<file path="src/rtl/credit_scheduler_if.sv">
// Award handshake between the credit scheduler (master) and the score path (slave).
interface credit_scheduler_if;
    logic       scoreValid;
    logic       scoreReady;
    logic [7:0] scoreAmount;

    modport master (output scoreValid, output scoreAmount, input scoreReady);
    modport slave  (input scoreValid, input scoreAmount, output scoreReady);
endinterface

</file>
<file path="src/rtl/credit_scheduler.sv">
// Credit-circle award sequencer: hit filtering, per-credit value/cooldown, score handshake.
// Optional double-value rotating bonus credit enabled by defining CREDIT_BONUS_EN.
module credit_scheduler #(
    parameter int NUM_CREDITS         = 4,
    parameter int INIT_VALUE          = 1,
    parameter int MAX_VALUE           = 9,
    parameter int COOLDOWN_FRAMES     = 30,
    parameter int BONUS_PERIOD_FRAMES = 120
) (
    input  logic                       clk,
    input  logic                       resetN,
    input  logic [3:0]                 creditIndex,
    input  logic                       collisionBallCredit,
    input  logic                       startOfFrame,
    credit_scheduler_if.master         score,
    output logic [3:0]                 number,
    output logic [3:0]                 bonusIndex
);
    localparam int IW = (NUM_CREDITS > 1) ? $clog2(NUM_CREDITS) : 1;
    localparam int CW = $clog2(COOLDOWN_FRAMES + 1);

    typedef enum logic [1:0] {IDLE, AWARD, UPDATE} state_t;

    state_t        state_reg, state_next;
    logic [3:0]    value_arr    [NUM_CREDITS];
    logic [CW-1:0] cooldown_arr [NUM_CREDITS];
    logic [IW-1:0] hit_idx_reg;
    logic [IW-1:0] sel_idx;
    logic [7:0]    amount_reg, amount_next;
    logic          idx_ok, accept;

    assign idx_ok  = {1'b0, creditIndex} < 5'(NUM_CREDITS);
    assign sel_idx = creditIndex[IW-1:0];
    assign accept  = (state_reg == IDLE) && collisionBallCredit && idx_ok
                     && (cooldown_arr[sel_idx] == '0);

    always_ff @(posedge clk or negedge resetN) begin
        if (!resetN) state_reg <= IDLE;
        else         state_reg <= state_next;
    end

    always_comb begin
        state_next = state_reg;
        case (state_reg)
            IDLE:    if (accept) state_next = AWARD;
            AWARD:   if (score.scoreReady) state_next = UPDATE;
            UPDATE:  state_next = IDLE;
            default: state_next = IDLE;
        endcase
    end

    always_comb begin
        score.scoreValid  = (state_reg == AWARD);
        score.scoreAmount = amount_reg;
    end

    always_ff @(posedge clk or negedge resetN) begin
        if (!resetN) begin
            hit_idx_reg <= '0;
            amount_reg  <= 8'd0;
        end else if (accept) begin
            hit_idx_reg <= sel_idx;
            amount_reg  <= amount_next;
        end
    end

    for (genvar gi = 0; gi < NUM_CREDITS; gi++) begin : g_credit
        logic [3:0]    value_reg;
        logic [CW-1:0] cooldown_reg;

        always_ff @(posedge clk or negedge resetN) begin
            if (!resetN)
                value_reg <= 4'(INIT_VALUE);
            else if (state_reg == UPDATE && hit_idx_reg == IW'(gi))
                value_reg <= (value_reg >= 4'(MAX_VALUE)) ? 4'(INIT_VALUE) : value_reg + 4'd1;
        end

        // A fresh acceptance outranks the frame-tick decrement in the same cycle.
        always_ff @(posedge clk or negedge resetN) begin
            if (!resetN)
                cooldown_reg <= '0;
            else if (accept && sel_idx == IW'(gi))
                cooldown_reg <= CW'(COOLDOWN_FRAMES);
            else if (startOfFrame && cooldown_reg != '0)
                cooldown_reg <= cooldown_reg - CW'(1);
        end

        assign value_arr[gi]    = value_reg;
        assign cooldown_arr[gi] = cooldown_reg;
    end

    always_comb begin
        number = 4'(INIT_VALUE);
        if (idx_ok) number = value_arr[sel_idx];
    end

`ifdef CREDIT_BONUS_EN
    localparam int FW = (BONUS_PERIOD_FRAMES > 1) ? $clog2(BONUS_PERIOD_FRAMES) : 1;

    logic [FW-1:0] frame_cnt_reg;
    logic [IW-1:0] bonus_idx_reg;

    always_ff @(posedge clk or negedge resetN) begin
        if (!resetN) begin
            frame_cnt_reg <= '0;
            bonus_idx_reg <= '0;
        end else if (startOfFrame) begin
            if (frame_cnt_reg == FW'(BONUS_PERIOD_FRAMES - 1)) begin
                frame_cnt_reg <= '0;
                bonus_idx_reg <= (bonus_idx_reg == IW'(NUM_CREDITS - 1)) ? '0
                                                                          : bonus_idx_reg + IW'(1);
            end else begin
                frame_cnt_reg <= frame_cnt_reg + FW'(1);
            end
        end
    end

    always_comb begin
        amount_next = {4'd0, value_arr[sel_idx]};
        if (sel_idx == bonus_idx_reg) amount_next = {3'd0, value_arr[sel_idx], 1'b0};
    end

    assign bonusIndex = 4'(bonus_idx_reg);
`else
    always_comb begin
        amount_next = {4'd0, value_arr[sel_idx]};
    end

    assign bonusIndex = 4'd0;
`endif
endmodule

</file>
<file path="src/flat_wrapper.sv">
// flat-port wrapper written by rule: the top's interface ports become plain ports
module credit_scheduler_flat 
#(
    parameter int NUM_CREDITS         = 4,
    parameter int INIT_VALUE          = 1,
    parameter int MAX_VALUE           = 9,
    parameter int COOLDOWN_FRAMES     = 30,
    parameter int BONUS_PERIOD_FRAMES = 120
)
  (clk, resetN, creditIndex, collisionBallCredit, startOfFrame, number, bonusIndex, score_scoreValid, score_scoreAmount, score_scoreReady);
  credit_scheduler_if score_i ();
  input  logic clk;
  input  logic resetN;
  input  logic [3:0] creditIndex;
  input  logic collisionBallCredit;
  input  logic startOfFrame;
  output logic [3:0] number;
  output logic [3:0] bonusIndex;
  output wire logic [$bits(score_i.scoreValid)-1:0] score_scoreValid;
  output wire logic [$bits(score_i.scoreAmount)-1:0] score_scoreAmount;
  input wire logic [$bits(score_i.scoreReady)-1:0] score_scoreReady;
  assign score_scoreValid = score_i.scoreValid;
  assign score_scoreAmount = score_i.scoreAmount;
  assign score_i.scoreReady = score_scoreReady;
  credit_scheduler #(.NUM_CREDITS(NUM_CREDITS), .INIT_VALUE(INIT_VALUE), .MAX_VALUE(MAX_VALUE), .COOLDOWN_FRAMES(COOLDOWN_FRAMES), .BONUS_PERIOD_FRAMES(BONUS_PERIOD_FRAMES)) u_core (.clk(clk), .resetN(resetN), .creditIndex(creditIndex), .collisionBallCredit(collisionBallCredit), .startOfFrame(startOfFrame), .score(score_i), .number(number), .bonusIndex(bonusIndex));
endmodule
</file>
<file path="config.mk">
export PLATFORM = sky130hd
export DESIGN_NAME = credit_scheduler_flat
export DESIGN_NICKNAME = d
export VERILOG_FILES = /design/src/rtl/credit_scheduler_if.sv /design/src/rtl/credit_scheduler.sv /design/src/flat_wrapper.sv
export SDC_FILE = /design/constraint.sdc
export NUM_CORES = 1
export LEC_CHECK = 0
export CAP_MARGIN = 20
export CORE_UTILIZATION = 30
export CTS_CLUSTER_SIZE = 8
export DETAILED_ROUTE_END_ITERATION = 8
export PLACE_DENSITY = 0.53
export SLEW_MARGIN = 20
export SYNTH_ARGS = -nofsm -noshare
export SYNTH_HDL_FRONTEND = slang
export SYNTH_SLANG_ARGS = --single-unit
</file>
<file path="constraint.sdc">
create_clock -name clk -period 1.72 [get_ports clk]
set_input_delay 0.344 -clock clk [delete_from_list [all_inputs] [get_ports clk]]
set_output_delay 0.344 -clock clk [all_outputs]
set_load 0.1 [all_outputs]
</file>
After elaboration in Yosys (flattened, before gate mapping)
Cells that the tools add are included.

Logic and storage cells: 86. Register bits after elaboration: 44. Output and inout port bits: 17. Bits of input ports: 9.

Reduce and logical (&&, ||, !) cells: 28. $add $sub $neg: 8. Eq/ne operators: 10. Order comparisons: 6. Bitwise gates (word level): 1. Muxes and demuxes: 22.

Operators by type and width (number): 2-to-1 mux 5 bit (10); 2-to-1 mux 4 bit (7); nonzero test 5 bit (4); subtractor 5 x 1 -> 5 bit (second input constant) (4); adder 4 x 1 -> 4 bit (second input constant) (4); greater-or-equal comparator 4 bit (second input constant) (4); logical AND 1 bit (15); binary-select mux 5 bit (select 2 bit) (1); == test 2 bit (second input constant) (5); binary-select mux 4 bit (select 2 bit) (1); nonzero test 2 bit (4); == test 2 x 1 -> 1 bit (second input constant) (3); zero test 2 bit (3); zero test 5 bit (1); < comparator 4 x 3 -> 1 bit (second input constant) (1); 2-to-1 mux 2 bit (2); inequality test 2 x 1 -> 1 bit (second input constant) (2); one-hot mux 2 bit (2 select lines) (1); greater-or-equal comparator 3 bit (second input constant) (1); inverter 2 -> 3 bit (1); AND reduction 2 bit (1).

Logic depth before layout (Yosys ltp)
Gate-level depths: netlist of the first run.

Word-level depth: 8. Depth in mapped cells: 7. Depth with buffers taken out: 7.

Worst setup path after synthesis of the first run
No wires, ideal clock.

Path kind: input to output. Start point: input creditIndex[1]. End point: output number[0]. Path buffers: 1. Data required time: 1376 ps. Arrival: 1675 ps. Stages on the path: 3. Setup slack: -299 ps. Cell sequence: clkbuf_8 mux4_1 nand2b_1.

Cells in the longest elaborated chain, start to end: 5. Elaborated cells on any way between the ends: 6. Classes of those cells: order compare (1); mux (4); bitwise (1).

RTL lines: start: declaration (RTL line flat_wrapper.sv:14) `input logic [3:0] creditIndex;`; inverter 2 -> 3 bit (not written as such) (RTL line credit_scheduler.sv:94) `if (idx_ok) number = value_arr[sel_idx];`; binary-select mux 4 bit (select 2 bit) (RTL line credit_scheduler.sv:94); 2-to-1 mux 4 bit (not written as such) (2 in series) (RTL line credit_scheduler.sv:94); 2-to-1 mux 4 bit * (RTL line credit_scheduler.sv:94); end: declaration (RTL line flat_wrapper.sv:17) `output logic [3:0] number;`.

Every way passes the cells marked *; elsewhere a longest branch is shown, timed or not. The select of a mux whose other input is x is not followed.

Final worst setup path of the first run
Start point: register u_core.g_credit[3].cooldown_reg[4]. End point: register u_core.amount_reg[3], in the netlist u_core.score.scoreAmount[3].

Cells in the longest elaborated chain, start to end: 5.

RTL lines: start: declaration (RTL line credit_scheduler.sv:69) `logic [CW-1:0] cooldown_reg;`; start signal: assignment (RTL line credit_scheduler.sv:83) `cooldown_reg <= CW'(COOLDOWN_FRAMES);`; start signal: assignment (RTL line credit_scheduler.sv:85) `cooldown_reg <= cooldown_reg - CW'(1);`; binary-select mux 5 bit (select 2 bit) (RTL line credit_scheduler.sv:35) `&& (cooldown_arr[sel_idx] == '0);`; 2-to-1 mux 5 bit (not written as such) (2 in series) (RTL line credit_scheduler.sv:35); zero test 5 bit (RTL line credit_scheduler.sv:35); logical AND 1 bit (RTL line credit_scheduler.sv:35); end signal: assignment (RTL line credit_scheduler.sv:63) `amount_reg <= amount_next;`; end: declaration (RTL line credit_scheduler.sv:29) `logic [7:0] amount_reg, amount_next;`.

Every way passes these cells. The select of a mux whose other input is x is not followed. A chain may end at the register's enable or synchronous reset.

==> results of run 1 <==
-- cell usage in the layout, fill, tap and decap left out, types with 5 or more instances in the layout --
cell type	instances
nor2_1	17
nand2_2	5
nor2b_1	5
nand2_1	26
ha_1	16
inv_1	23
nand3_1	6
buf_4	53
o21ai_0	9
clkbuf_8	5
dfrtp_1	40
and2_4	5
xnor2_1	8
buf_12	12
conb_1	8
clkdlybuf4s50_1	5
a21oi_1	12
-- worst reg2reg max path, cell delays in order, from the launching register on --
cell and delay [ps]:
dfrtp_1 390, or3_4 400, or4_4 440, nand2_4 80
a31oi_4 120, mux2_4 320
-- layout make-up --
cell class | instances | area, um2
clock buffer | 6 | 72.6
sequential | 44 | 1110
tap | 105 | 131
inverter | 23 | 86.3
fill | 781 | 4620
multi-input combinational | 185 | 1400
clock inverter | 2 | 35.0
timing repair buffer | 78 | 767
-- where the power goes --
group / internal (uW) / switching (uW) / total [uW]
Combinational: 987 / 953 / 1940
Sequential: 1350 / 298 / 1650
Clock: 432 / 372 / 804
Total: 2770 / 1620 / 4390
-- kinds of logic (layout without fill, tap and decap cells) --
group / after synthesis / in the layout / synth area share
other: 1 / 8 / 0.00147
AND/OR/NAND/NOR: 93 / 93 / 0.182
multiplexers: 8 / 8 / 0.0632
flip-flops: 44 / 44 / 0.433
adder cells (fa/ha/maj): 16 / 16 / 0.0784
XOR/XNOR: 11 / 11 / 0.0377
AO/OA/AOI/OAI: 49 / 49 / 0.135
buffers and inverters: 34 / 109 / 0.0695
-- cells in the mapped netlist, drive strengths merged (2+ instances only) --
master,n,share of area
xnor2,8,0.027
nand2,33,0.049
o41ai,2,0.0069
a22o,3,0.010
a21oi,12,0.024
xor2,3,0.010
nor4,4,0.0098
inv,23,0.034
or2,2,0.0049
o211ai,4,0.012
clkbuf,3,0.012
o21ai,10,0.020
nand2b,3,0.0073
nand3,6,0.012
a41oi,4,0.014
nor2b,5,0.012
and2,8,0.020
or3,4,0.014
buf,8,0.024
a21boi,4,0.012
a31oi,2,0.011
mux4,4,0.040
nor2,18,0.026
and3,2,0.0054
o31ai,2,0.0059
nor3,5,0.0098
mux2,4,0.024
dfstp,4,0.041
dfrtp,40,0.39
ha,16,0.078
-- stage by stage --
stage,setup TNS [ps],setup WS (ps)
2_1_floorplan,-535,-108
3_3_place_gp,-10980,-563
3_5_place_dp,-11340,-554
4_1_cts,-1820,-165
5_1_grt,-2380,-204
6_report,-1520,-152
-- per-layer routing --
layer,up-vias,track usage
met3,5,0.0332
met5,-,0
met4,0,0.0346
met1,980,0.188
li1,1031,-
met2,36,0.220
-- worst min-delay path by stage --
stage,slack [ps],startpoint,cells past startpoint,to
2_1_floorplan,50,resetN,0,u_core.g_credit[0].cooldown_reg[0]$_DFFE_PN0P_
3_3_place_gp,300,resetN,1,u_core.g_credit[2].cooldown_reg[1]$_DFFE_PN0P_
3_5_place_dp,310,resetN,1,u_core.g_credit[2].cooldown_reg[1]$_DFFE_PN0P_
4_1_cts,520,resetN,2,u_core.g_credit[0].cooldown_reg[1]$_DFFE_PN0P_
5_1_grt,540,resetN,2,u_core.g_credit[0].cooldown_reg[0]$_DFFE_PN0P_
6_report,500,resetN,2,u_core.g_credit[0].cooldown_reg[1]$_DFFE_PN0P_
-- repair_timing --
item                                   4_1_cts  5_1_grt
buffers inserted                            15        4
setup endpoints to repair                   25       30
endpoints found under the hold margin       15        0
hold buffers                                 1        0
pin swaps                                    7        4
gates resized for setup                     25       11
==> flow_summary.toml, run 1 <==
[sta]
slew_viol_final = 0
holdWs_ps = 501
fmax_mhz = 534
finalSetupViolations = 14
fin_crit_ps = 1870
worst_clock_skew_ps = 7.54
fin_ws_ps = -152
rsz0062_at_grt = "yes"
final_hold_viol_count = 0
fin_crit_sh = 1.09

[synthesis]
synth_edf_count = 0
synth_area_mm2 = 0.00255
avgSynthCellArea_um2 = 9.98
synth_cells = 256
synthDistinctLibCells = 47
ys.flop_type = "dfrtp_1"
yosysSeqAreaShare = 0.433
synth_warnings = 0
async_flop_share = 1.00
synth-seq-cells = 44

[global_route]
grt_max_degree = 30
grt_pass1_vias = 1990
grt_use_total = 0.138
grt_pass1_wl_um = 9390
antenna_found_initial = 0
gr-total-overflow = 0

[clock_network]
cts_tree = "yes"
cts-root-buf = "clkbuf_8"
clockBufferDepth = 2
cts_max_level = 2
numCtsBuffers = 5
clock_latency_ps = 300
path_clk_slew_ps = 90
clock-sinks = 44

[worst_hold_path]
hp-class = "input port to async pin"

[drt]
via_per_inst = 4.63
drt_iter0_markers = 90
vias = 2052
routed_wl_um = 5620
top_layer = "met4"
wire_per_inst_um = 12.7
dr.pass1.iters = 4
dr_wl_met2_um = 2660
met1_length_um = 2650
drc = 0
route.met3.wl_um = 244
ant_nets = 0

[die]
ios = 26
die_width_um = 94.3
rows = 33
fp.dieArea_mm2 = 0.00889
die-height_um = 94.3
core-area_mm2 = 0.00822
initial_utilization = 0.311

[layout]
largest_register_ffs = 20
finalCoreUtilization = 0.438
final_cells = 443
fin_area_mm2 = 0.00360
drive_above_1_share = 0.358
nNetsFinal = 362
diodes = 0
syn_to_final_growth_pct = 40.9

[place]
routabilityCongestion = 0.756
port_buffers = 17
place_inst = 417
dp_hpwl_um = 4200
dpl_cell_area_mm2 = 0.00325

[pwr]
ir_worst_vdd_v = 0.000430
p_leak_uw = 0.00170
p_total_uw = 4390
powerDensity_mw_per_mm2 = 1220

[critical_path]
worst-setup-path-type = "register to register"
required_ps = 1910
cp-end-kind = "register"
cp-start-kind = "register"
cp_num_buf_inv = 0
cp_slowest_cell = "or4_4"
critical-path-top-delay-family = "simple AND/OR/NAND/NOR gates"
crit_cells = 5
arrival_ps = 2060
crit_start = "u_core.g_credit[3].cooldown_reg[4]$_DFFE_PN0P_"
r2r-end = "u_core.score.scoreAmount[3]$_DFFE_PN0P_"
r2r_cells = 5
crit_path_max_incr_delay_ps = 440
path_cells = "or3_4 > or4_4 > nand2_4 > a31oi_4 > mux2_4"
crit_path_max_fanout = 5
r2r_start = "u_core.g_credit[3].cooldown_reg[4]$_DFFE_PN0P_"
cp-endpoint = "u_core.score.scoreAmount[3]$_DFFE_PN0P_"
r2r_slack_ps = -150

[status]
violations = "negative setup slack"
status = "finished, violations left"

[run]
cap_viol_max_count = 0
No activity file was read; power rests on OpenSTA's default activity.
==> inputs of run 2 (changes only) <==
- SKIP_LAST_GASP: not set -> 1
==> flow_summary.toml, run 2 (synthesis results as in run 1) <==
[layout]
largest_register_ffs = 20
nNetsFinal = 362
diodes = 0
syn_to_final_growth_pct = 40.8
final_cells = 443
fin_area_mm2 = 0.00360
n_fill_cell = 783
final_common_cell = "buf_4"
final_cell_mix = "53 x buf_4, 40 x dfrtp_1, 26 x nand2_1, 23 x inv_1, 17 x nor2_1"
drive_above_1_share = 0.355

[critical_path]
worst-setup-path-type = "register to register"
cp_slowest_cell = "or4_4"
crit_path_max_incr_delay_ps = 440
path_cells = "or3_4 > or4_4 > nand2_4 > a31oi_4 > mux2_4"
crit_path_max_fanout = 5
cp-end-kind = "register"
arrival_ps = 2060
cp-start-kind = "register"
required_ps = 1910

[drt]
ant_nets = 0
drt_iter0_markers = 98
wire_per_inst_um = 12.7
dr.pass1.iters = 5
routed_wl_um = 5620
via_per_inst = 4.62
vias = 2045
drc = 0

[pwr]
powerDensity_mw_per_mm2 = 1220
p_leak_uw = 0.00170
ir_worst_vdd_v = 0.000431

[sta]
fin_ws_ps = -157
holdWs_ps = 498
final_hold_viol_count = 0
rsz0062_at_grt = "yes"
fin_crit_ps = 1880
finalSetupViolations = 14
fmax_mhz = 533
slew_viol_final = 0
worst_clock_skew_ps = 10.4
fin_crit_sh = 1.09

[die]
die_width_um = 94.3
ios = 26
fp.dieArea_mm2 = 0.00889
die-height_um = 94.3
initial_utilization = 0.311
core-area_mm2 = 0.00822
rows = 33

[place]
place_inst = 417
dpl_cell_area_mm2 = 0.00325
port_buffers = 17
routabilityCongestion = 0.756
dp_hpwl_um = 4200

[global_route]
grt_use_total = 0.138
gr-total-overflow = 0
grt_max_degree = 30
grt_pass1_vias = 1990
antenna_found_initial = 0
grt_pass1_wl_um = 9390

[clock_network]
cts_max_level = 2
clock-sinks = 44
numCtsBuffers = 5
path_clk_slew_ps = 90
clock_latency_ps = 300
clockBufferDepth = 2
cts_tree = "yes"
cts-root-buf = "clkbuf_8"

[worst_hold_path]
hp-class = "input port to async pin"

[status]
status = "finished, violations left"
violations = "negative setup slack"

[run]
cap_viol_max_count = 0
[run 2: power breakdown]
part / switching [uW] / leakage [uW] / internal (uW) / total [uW]
registers: 298 / 0.000562 / 1350 / 1650
logic: 949 / 0.00108 / 973 / 1920
clock network: 377 / 0.0000552 / 432 / 809
total: 1620 / 0.00170 / 2760 / 4380
[run 2: timing repair]
action / in CTS / in global routing
endpoints found under the setup margin: 25 / 30
hold endpoints to repair: 15 / 0
hold buffers: 1 / 0
resized for setup: 25 / 10
pin swaps: 7 / 4
setup buffers: 15 / 4
[run 2: path summary, 6_finish.rpt]
| check | startpoint | endpoint | slack [ps] | cells past startpoint |
|---|---|---|---|---|
| max | u_core.g_credit[3].cooldown_reg[4]$_DFFE_PN0P_ | u_core.score.scoreAmount[3]$_DFFE_PN0P_ | -160 | 5 |
| min | resetN | u_core.g_credit[0].cooldown_reg[1]$_DFFE_PN0P_ | 500 | 2 |
| max reg2reg | u_core.g_credit[3].cooldown_reg[4]$_DFFE_PN0P_ | u_core.score.scoreAmount[3]$_DFFE_PN0P_ | -160 | 5 |
| min reg2reg | u_core.g_credit[3].value_reg[0]$_DFFE_PN1P_ | u_core.g_credit[3].value_reg[0]$_DFFE_PN1P_ | 550 | 2 |
| max in group asynchronous | resetN | u_core.g_credit[2].value_reg[0]$_DFFE_PN1P_ | 650 | 3 |
| min in group clk | u_core.g_credit[3].value_reg[0]$_DFFE_PN1P_ | u_core.g_credit[3].value_reg[0]$_DFFE_PN1P_ | 550 | 2 |
[run 2: stage by stage]
| step | setup TNS, ps | setup slack, ps | util | power [uW] |
|---|---|---|---|---|
| global route | -2390 | -204 | 0.438 | 4700 |
| floorplan | -535 | -108 | - | 2730 |
| detailed placement | -11340 | -554 | 0.395 | 3370 |
| CTS | -1820 | -165 | 0.429 | 4310 |
| finish | -1550 | -157 | 0.438 | 4380 |
| global placement | -10980 | -563 | 0.395 | 3330 |
[run 2: final cells by class]
| cell class | instances | area (um2) | share of cell area |
|---|---|---|---|
| clock buffers | 6 | 72.6 | 0.0202 |
| clock inverters | 2 | 35.0 | 0.00974 |
| inverters | 23 | 86.3 | 0.0240 |
| multi-input cells | 185 | 1400 | 0.389 |
| flip-flops and latches | 44 | 1110 | 0.307 |
| well taps | 105 | 131 | 0.0365 |
| repair buffers | 78 | 767 | 0.213 |
[run 2: per-layer routing]
metal  track usage  share of wire
met5             0              0
met4        0.0346         0.0098
met3        0.0332          0.033
met2         0.220           0.47
met1         0.188           0.49
[run 2: worst max-delay path, delay by kind of cell, from the launching register on]
| kind | cells | cell delay (ps) |
|---|---|---|
| simple gates | 3 | 920 |
| flops | 1 | 390 |
| mux | 1 | 320 |
| compound gates | 1 | 120 |
